### src/rtl/rr_mux4_arbiter.sv
`default_nettype none
// ============================================================================
// Module      : rr_mux4_arbiter
// Description : Four-requester round-robin arbiter driving a shared 4:1 data
//               mux. An owner may keep the grant for up to MAX_BURST
//               consecutive cycles while others are waiting. A lone
//               requester keeps the grant indefinitely. Handover to the next
//               requester happens on a single edge with no idle bubble.
// Ports       : clk          - rising-edge clock
//               rst          - asynchronous active-high reset
//               req[3:0]     - request vector, bit i requests data path d<i>
//               d0..d3       - WIDTH-bit data sources
//               gnt[3:0]     - registered one-hot grant (zero when no owner)
//               s1, s0       - registered select, index of current/last owner
//               valid        - registered, high while an owner holds the grant
//               y            - d<{s1,s0}> when valid, otherwise zero
// Revision    : 1.0 - initial release
// ============================================================================
module rr_mux4_arbiter #(
  parameter int WIDTH     = 1,
  parameter int MAX_BURST = 4
) (
  input  logic             clk,
  input  logic             rst,
  input  logic [3:0]       req,
  input  logic [WIDTH-1:0] d0,
  input  logic [WIDTH-1:0] d1,
  input  logic [WIDTH-1:0] d2,
  input  logic [WIDTH-1:0] d3,
  output logic [3:0]       gnt,
  output logic             s1,
  output logic             s0,
  output logic             valid,
  output logic [WIDTH-1:0] y
);

  localparam logic [0:0] S_IDLE = 1'b0;
  localparam logic [0:0] S_BUSY = 1'b1;

  localparam logic [7:0] c_max_burst = 8'(MAX_BURST);

  // Registered state
  logic [0:0] r_state;
  logic [3:0] r_gnt;
  logic [1:0] r_sel;
  logic       r_valid;
  logic [1:0] r_last;
  logic [7:0] r_cnt;

  // Next-state values
  logic [0:0] w_state;
  logic [3:0] w_gnt;
  logic [1:0] w_sel;
  logic       w_valid;
  logic [1:0] w_last;
  logic [7:0] w_cnt;

  // Round-robin search helpers
  logic [1:0] w_win;
  logic       w_found;
  logic [1:0] w_idx;
  logic [3:0] w_owner_oh;
  logic       w_owner_req;
  logic       w_other_req;
  logic [7:0] w_cnt_inc;

  // Search begins just after the last owner. The fourth step lands on the
  // last owner itself, so a former owner is only chosen when nobody else
  // is requesting.
  always_comb begin
    w_win   = 2'd0;
    w_found = 1'b0;
    w_idx   = 2'd0;
    for (int i = 1; i <= 4; i++) begin
      w_idx = r_last + 2'(i);
      if (!w_found && req[w_idx]) begin
        w_win   = w_idx;
        w_found = 1'b1;
      end
    end
  end

  // While BUSY, r_last always names the current owner.
  assign w_owner_oh  = 4'b0001 << r_last;
  assign w_owner_req = |(req & w_owner_oh);
  assign w_other_req = |(req & ~w_owner_oh);
  assign w_cnt_inc   = (r_cnt < c_max_burst) ? (r_cnt + 8'd1) : r_cnt;

  // ---------------------------------------------------------------------------
  // Process 1: state register
  // ---------------------------------------------------------------------------
  always_ff @(posedge clk or posedge rst) begin
    if (rst) begin
      r_state <= S_IDLE;
      r_gnt   <= 4'b0000;
      r_sel   <= 2'd0;
      r_valid <= 1'b0;
      r_last  <= 2'd3;
      r_cnt   <= 8'd0;
    end else begin
      r_state <= w_state;
      r_gnt   <= w_gnt;
      r_sel   <= w_sel;
      r_valid <= w_valid;
      r_last  <= w_last;
      r_cnt   <= w_cnt;
    end
  end

  // ---------------------------------------------------------------------------
  // Process 2: next-state logic
  // ---------------------------------------------------------------------------
  always_comb begin
    w_state = r_state;
    w_gnt   = r_gnt;
    w_sel   = r_sel;
    w_valid = r_valid;
    w_last  = r_last;
    w_cnt   = r_cnt;
    case (r_state)
      S_IDLE: begin
        if (w_found) begin
          w_state = S_BUSY;
          w_gnt   = 4'b0001 << w_win;
          w_sel   = w_win;
          w_valid = 1'b1;
          w_last  = w_win;
          w_cnt   = 8'd1;
        end else begin
          w_gnt   = 4'b0000;
          w_valid = 1'b0;
        end
      end
      S_BUSY: begin
        if (!w_found) begin
          // Nobody requesting: release, select keeps the last owner.
          w_state = S_IDLE;
          w_gnt   = 4'b0000;
          w_valid = 1'b0;
        end else if (w_owner_req && ((r_cnt < c_max_burst) || !w_other_req)) begin
          // Owner keeps the grant; counter saturates at the burst limit.
          w_cnt = w_cnt_inc;
        end else begin
          // Burst exhausted or owner released: hand over on this edge.
          w_gnt   = 4'b0001 << w_win;
          w_sel   = w_win;
          w_valid = 1'b1;
          w_last  = w_win;
          w_cnt   = 8'd1;
        end
      end
      default: begin
        w_state = S_IDLE;
        w_gnt   = 4'b0000;
        w_valid = 1'b0;
      end
    endcase
  end

  // ---------------------------------------------------------------------------
  // Process 3: outputs
  // ---------------------------------------------------------------------------
  always_comb begin
    y = '0;
    if (r_valid) begin
      case (r_sel)
        2'd0:    y = d0;
        2'd1:    y = d1;
        2'd2:    y = d2;
        default: y = d3;
      endcase
    end
  end

  assign gnt   = r_gnt;
  assign s1    = r_sel[1];
  assign s0    = r_sel[0];
  assign valid = r_valid;

endmodule
`default_nettype wire

### config.mk
export PLATFORM = sky130hd
export DESIGN_NAME = rr_mux4_arbiter
export DESIGN_NICKNAME = d
export VERILOG_FILES = /design/src/rtl/rr_mux4_arbiter.sv
export SDC_FILE = /design/constraint.sdc
export NUM_CORES = 1
export LEC_CHECK = 0
export CORE_MARGIN = 3
export CORE_UTILIZATION = 43
export CTS_CLUSTER_DIAMETER = 40
export DETAILED_ROUTE_END_ITERATION = 10
export PLACE_DENSITY = 0.69
export SLEW_MARGIN = 15
export SYNTH_ARGS = -nofsm -noshare
export SYNTH_HDL_FRONTEND = slang
export SYNTH_SLANG_ARGS = --single-unit
export TNS_END_PERCENT = 30
### constraint.sdc
create_clock -name clk -period 8.3 [get_ports clk]
set_input_delay 1.245 -clock clk [delete_from_list [all_inputs] [get_ports clk]]
set_output_delay 1.245 -clock clk [all_outputs]
set_load 0.01 [all_outputs]
Word-level counts from Yosys, hierarchy flattened
Index checks and enable logic that the tools add are counted.

storage, ports and cells
  output and inout port bits = 8
  word-level logic and storage cells = 77
  input bits = 10
  flip-flop bits (word level) = 18

cells by class
  magnitude comparators = 5
  bitwise gates (word level) = 4
  equality and inequality tests = 7
  reductions and logical operators = 14
  shift operators = 2
  $add $sub $neg = 4
  mux-type cells = 35

operators by type and width
  kind                 number
  $mux 8               4
  $pmux 8 s2           1
  $mux 2               7
  $lt 2x3->1 const B   4
  $mux 1               12
  $mux 4               3
  $add 8x1->8 const B  1
  $and 4x4->4          2
  $bmux 1 s2           4
  $lt 8x3->1 const B   1
  $pmux 4 s2           1
  $reduce_or 4->1      2
  $shl 1x2->4 const A  2
  $ne 3x3->1 const B   2
  $reduce_and 3->1     2
  $add 2x2->2 const B  2
  $logic_and 1x1->1    4
  $logic_not 1->1      4
  $ne 2x2->1 const B   2
  $not 4->4            1
  $pmux 2 s2           1
  $pmux 1 s3           1
  $add 2x1->2 const B  1
  $eq 2x1->1 const B   1
  other kinds (6)      6

Depth between registers and ports, before layout
  depth after elaboration = 17
  gate-level depth with buffers = 9
  gate-level depth less buffers = 7

Least setup slack after synthesis
No wires, ideal clock.

  kind = input port to flip-flop
  from = in req[2]
  to = reg r_gnt[2], in the netlist gnt[2]
  stages on the path = 7
  required time = 8.178 ns
  setup time = 0.122 ns
  arrival time = 3.010 ns
  buffers on the path = 3
  slack = 5.168 ns
  path through = buf_6 -> mux4_2 -> or4_1 -> buf_2 -> and2b_4 -> buf_6 -> a32o_1

between the ends
  elaborated cells on any way between the ends = 35
  classes of those cells = eq/ne: 1; shift: 1; mux: 20; bitwise: 2; reduce/logical: 11

RTL lines
  what                          RTL line  source
  start, declared               25        input logic [3:0] req,
  $bmux 1 s2                    76        if (!w_found && req[w_idx]) begin
  $mux 1 (not written as such)  76
  $mux 1                        76
  $logic_not 1->1               76
  $logic_and 1x1->1             76
  $mux 1                        76
  $logic_not 1->1               76
  $logic_and 1x1->1             76
  $mux 1                        76
  $logic_not 1->1               76
  $logic_and 1x1->1             76
  $mux 1 *                      76
  via w_found                   60        logic w_found;
  $mux 4 (on tied branches)     135, 122
  $pmux 4 s2                    120       case (r_state)
  end signal, assigned          102       r_gnt <= w_gnt;
  end, declared                 44        logic [3:0] r_gnt;

The timed path passes the listed nets; every way through them passes the cells marked *. The select of a mux whose other input is x is not followed.
A chain may end at the register's enable or synchronous reset.

Worst setup path after layout
  from = in d3
  to = out y

between the ends
  longest elaborated chain between the ends = 2

RTL lines
  what             RTL line  source
  start, declared  29        input logic [WIDTH-1:0] d3,
  $pmux 1 s3       166       case (r_sel)
  $mux 1           165       if (r_valid) begin
  end, declared    34        output logic [WIDTH-1:0] y

No other way between the ends.

==> impl_results.md <==
- Number of buffers added by the clock tree synthesis step: 3
- Number of cells on the worst reg-to-reg path: 6
- Aggregate global routing overflow: 0
- Setup Crit Path Kind: input pin to output port
- Clock transition at the registers of the reported paths: 0.09 ns
- Worst-case hold path end point: gnt[1]$_DFFE_PP0P_
- Number of antenna violations at the first check in global routing: 0
- I/O pin cnt: 18
- Setup TNS: 0 ns
- Startpoint class of the critical path: input pin
- Wire length of the first global-routing pass: 3990 µm
- Number of DRC violations after detailed routing: 0
- Hold Startpoint: gnt[1]$_DFFE_PP0P_
- Count of hold buffers inserted by post-cts repair: 0
- Insertion delay to the later sink of the worst-skew pair: 0.29 ns
- Post-Route Hold Slack: 0.489 ns
- Hold path cells: 2
- Data required time of the critical path: 7.05 ns
- Fraction of the yosys area taken by sequential cells: 38.8%
- Pins over their slew limit: 0
- Violation count after the first detailed-routing iteration: 20
- Startpoint of the lowest-slack register-to-register path: r_last[0]$_DFFE_PP1P_
- Share of the cycle needed by the critical path after routing: between 40 and 50%
- Clock skew: 0.0118 ns
- Post-route core utilization: 54.3%
- Summed instance area of the synthesized netlist: 1170 µm²
- Chip height: ~58 µm
- Post-CTS repair timing setup buffer count: 0
- Number of H-tree branching levels: 1
- Power per cell area: 405 nW/µm²
- Die outline width: 58.1 µm
- Number of placement rows: 18
- Result of the run: finished, final reports clean
- Number of instances in the synthesized netlist: 111
- Starting Density: 46.3%
- Syn_nets: about 130
- Clock tree from TritonCTS: done
- Final Hold Viols: 0
- First-pass detailed-route iteration total: 4
- Final critical path time including I/O delays and setup: slightly below 4 ns
- Maximum net fanout on the critical path: 1
- Ratio of cells with drive above 1 in the final layout: about a tenth
- Final setup fails: 0
- Vias in the first global route: 899
- CORE AREA: approximately 2500 µm²
- Bufs on Longest Clock Path: 2
- Pin count of the biggest net entering global routing: 19
- Mean area per synthesized cell: about 11 µm²
- Slew at the pin closest to its max-slew limit: 0.652 ns
- Worst reg2reg setup slack: 5.21 ns
- Number of nets with antenna violations after detailed routing: 0
- HPWL after detailed placement: 1790 µm
- Tightest Hold Check Type: flip-flop to flip-flop
- Worst vdd rail ir drop: 0.314 mV
- Maximum clock rate: 0.252 GHz
- Overall die area: around 3400 µm²
- P_leak: slightly below 0.6 nW
- Average wire per standard cell: 14.8 µm
- RSZ-0062 raised after global routing: no
- Overall global routing resource usage: 14.9%
- Vias per cell: 5.94
- Resized Gates After CTS: 0
- Number of antenna diodes: 0
- Buffers added on ports: 17
- Total wire length after detailed routing: 2320 µm
- Number of library cell types mapped by synthesis: 39
- Sum of internal, switching and leakage power: 0.555 mW
- Synth Warn #: 0
- Yosys reg bits: 18
- Kind of end point of the critical path: output port
- Critical Path AT: 2.72 ns
- Final weighted congestion in routability-driven placement: 0.805
- Rel. slew slack: between 50 and 60%
- Nets: 143
- Vias: 932
- Buffer cell driving the clock tree root: sky130_fd_sc_hd__clkbuf_4
- Area growth from synthesis to final layout: 17.2%
- Endpoint of the lowest-slack register-to-register path: r_sel[1]$_DFFE_PP0P_
- Count of clock tree sinks: 18
- Max-capacitance violation count: 0
-- state kept, by name, indices dropped and copies added (netlist names) --
name     cells
gnt          4
r_cnt        8
r_last       2
r_sel        2
r_state      1
valid        1
-- cells in the final DEF, fill, tap and decap left out, types with 3 or more instances in the layout --
cell	instances
sky130_fd_sc_hd__a22o_1	3
sky130_fd_sc_hd__nor2_1	10
sky130_fd_sc_hd__mux4_2	5
sky130_fd_sc_hd__a211oi_1	4
sky130_fd_sc_hd__clkdlybuf4s50_1	17
sky130_fd_sc_hd__mux2i_1	5
sky130_fd_sc_hd__inv_1	8
sky130_fd_sc_hd__ha_1	5
sky130_fd_sc_hd__a21oi_1	7
sky130_fd_sc_hd__clkbuf_4	3
sky130_fd_sc_hd__nand2_1	5
sky130_fd_sc_hd__dfrtp_1	16
sky130_fd_sc_hd__nand2b_1	3
sky130_fd_sc_hd__o31ai_1	3
-- critical path, cell delays in order --
cell	delay [ns]
sky130_fd_sc_hd__clkdlybuf4s50_1	0.39
sky130_fd_sc_hd__mux4_2	0.45
sky130_fd_sc_hd__and2_1	0.16
sky130_fd_sc_hd__clkdlybuf4s50_1	0.47
-- metrics by stage --
stage	setup WS [ns]	cells	cell area [µm²]
floorplan	5.17	111	1170
global placement	4.34	153	1330
detailed placement	4.33	153	1330
CTS	4.33	157	1370
global route	4.28	157	1370
finish	4.34	157	1370
-- area by class of cell --
class / instances / area, µm²
clock buffers: 4 / 36.3
inverters: 8 / 30.0
well taps: 30 / 37.5
multi-input cells: 80 / 643
flip-flops and latches: 18 / 453
repair buffers: 17 / 170
fillers: 226 / 1150
-- logic make-up after synthesis --
kind of cell	share of synthesized area (%)
flops	38.8
compound gates	19.6
fa+ha+maj	5.35
buf+inv	6.21
simple gates	14.2
mux	15.8
-- cell usage after synthesis, drive strengths merged --
| library cell | count | share of area [%] |
|---|---|---|
| a211o | 1 | 0.75 |
| a211oi | 4 | 2.6 |
| a21boi | 1 | 0.64 |
| a21oi | 7 | 3.0 |
| a22o | 3 | 2.2 |
| a311oi | 1 | 0.75 |
| a32o | 2 | 1.7 |
| a41oi | 2 | 1.5 |
| and2 | 2 | 1.1 |
| and2b | 1 | 0.86 |
| and3 | 2 | 1.1 |
| and4 | 1 | 0.75 |
| buf | 4 | 3.3 |
| clkbuf | 1 | 0.32 |
| dfrtp | 16 | 34 |
| dfstp | 2 | 4.5 |
| ha | 5 | 5.4 |
| inv | 8 | 2.6 |
| mux2 | 2 | 1.9 |
| mux2i | 5 | 4.3 |
| mux4 | 5 | 9.6 |
| nand2 | 5 | 1.6 |
| nand2b | 3 | 1.6 |
| nand3 | 2 | 0.86 |
| nor2 | 10 | 3.2 |
| nor2b | 2 | 1.1 |
| nor3 | 1 | 0.43 |
| o2111ai | 1 | 0.75 |
| o211ai | 1 | 0.64 |
| o21ai | 2 | 0.86 |
| o221ai | 1 | 0.75 |
| o22a | 1 | 0.75 |
| o31a | 1 | 0.75 |
| o31ai | 3 | 1.9 |
| or3 | 2 | 1.1 |
| or4 | 1 | 0.64 |
-- per-layer routing --
metal	track usage [%]	part of all wire, %
met1	19.4	44
met2	25.8	52
met3	3.34	3.6
met4	1.99	0
met5	0	0
-- how the worst max path moves through the flow --
stage,from,slack (ns),to,cells after the start
6_report,d3,4.34,y,4
5_1_grt,d3,4.28,y,4
4_1_cts,d0,4.33,y,4
3_5_place_dp,d3,4.33,y,4
3_3_place_gp,d3,4.34,y,4
2_1_floorplan,req[2],5.17,gnt[2]$_DFFE_PP0P_,7
-- power by group --
part / internal [mW] / switching [mW]
logic: 0.169 / 0.173
clock network: 0.0267 / 0.0258
registers: 0.124 / 0.0360
(Power assumes the default switching activity.)
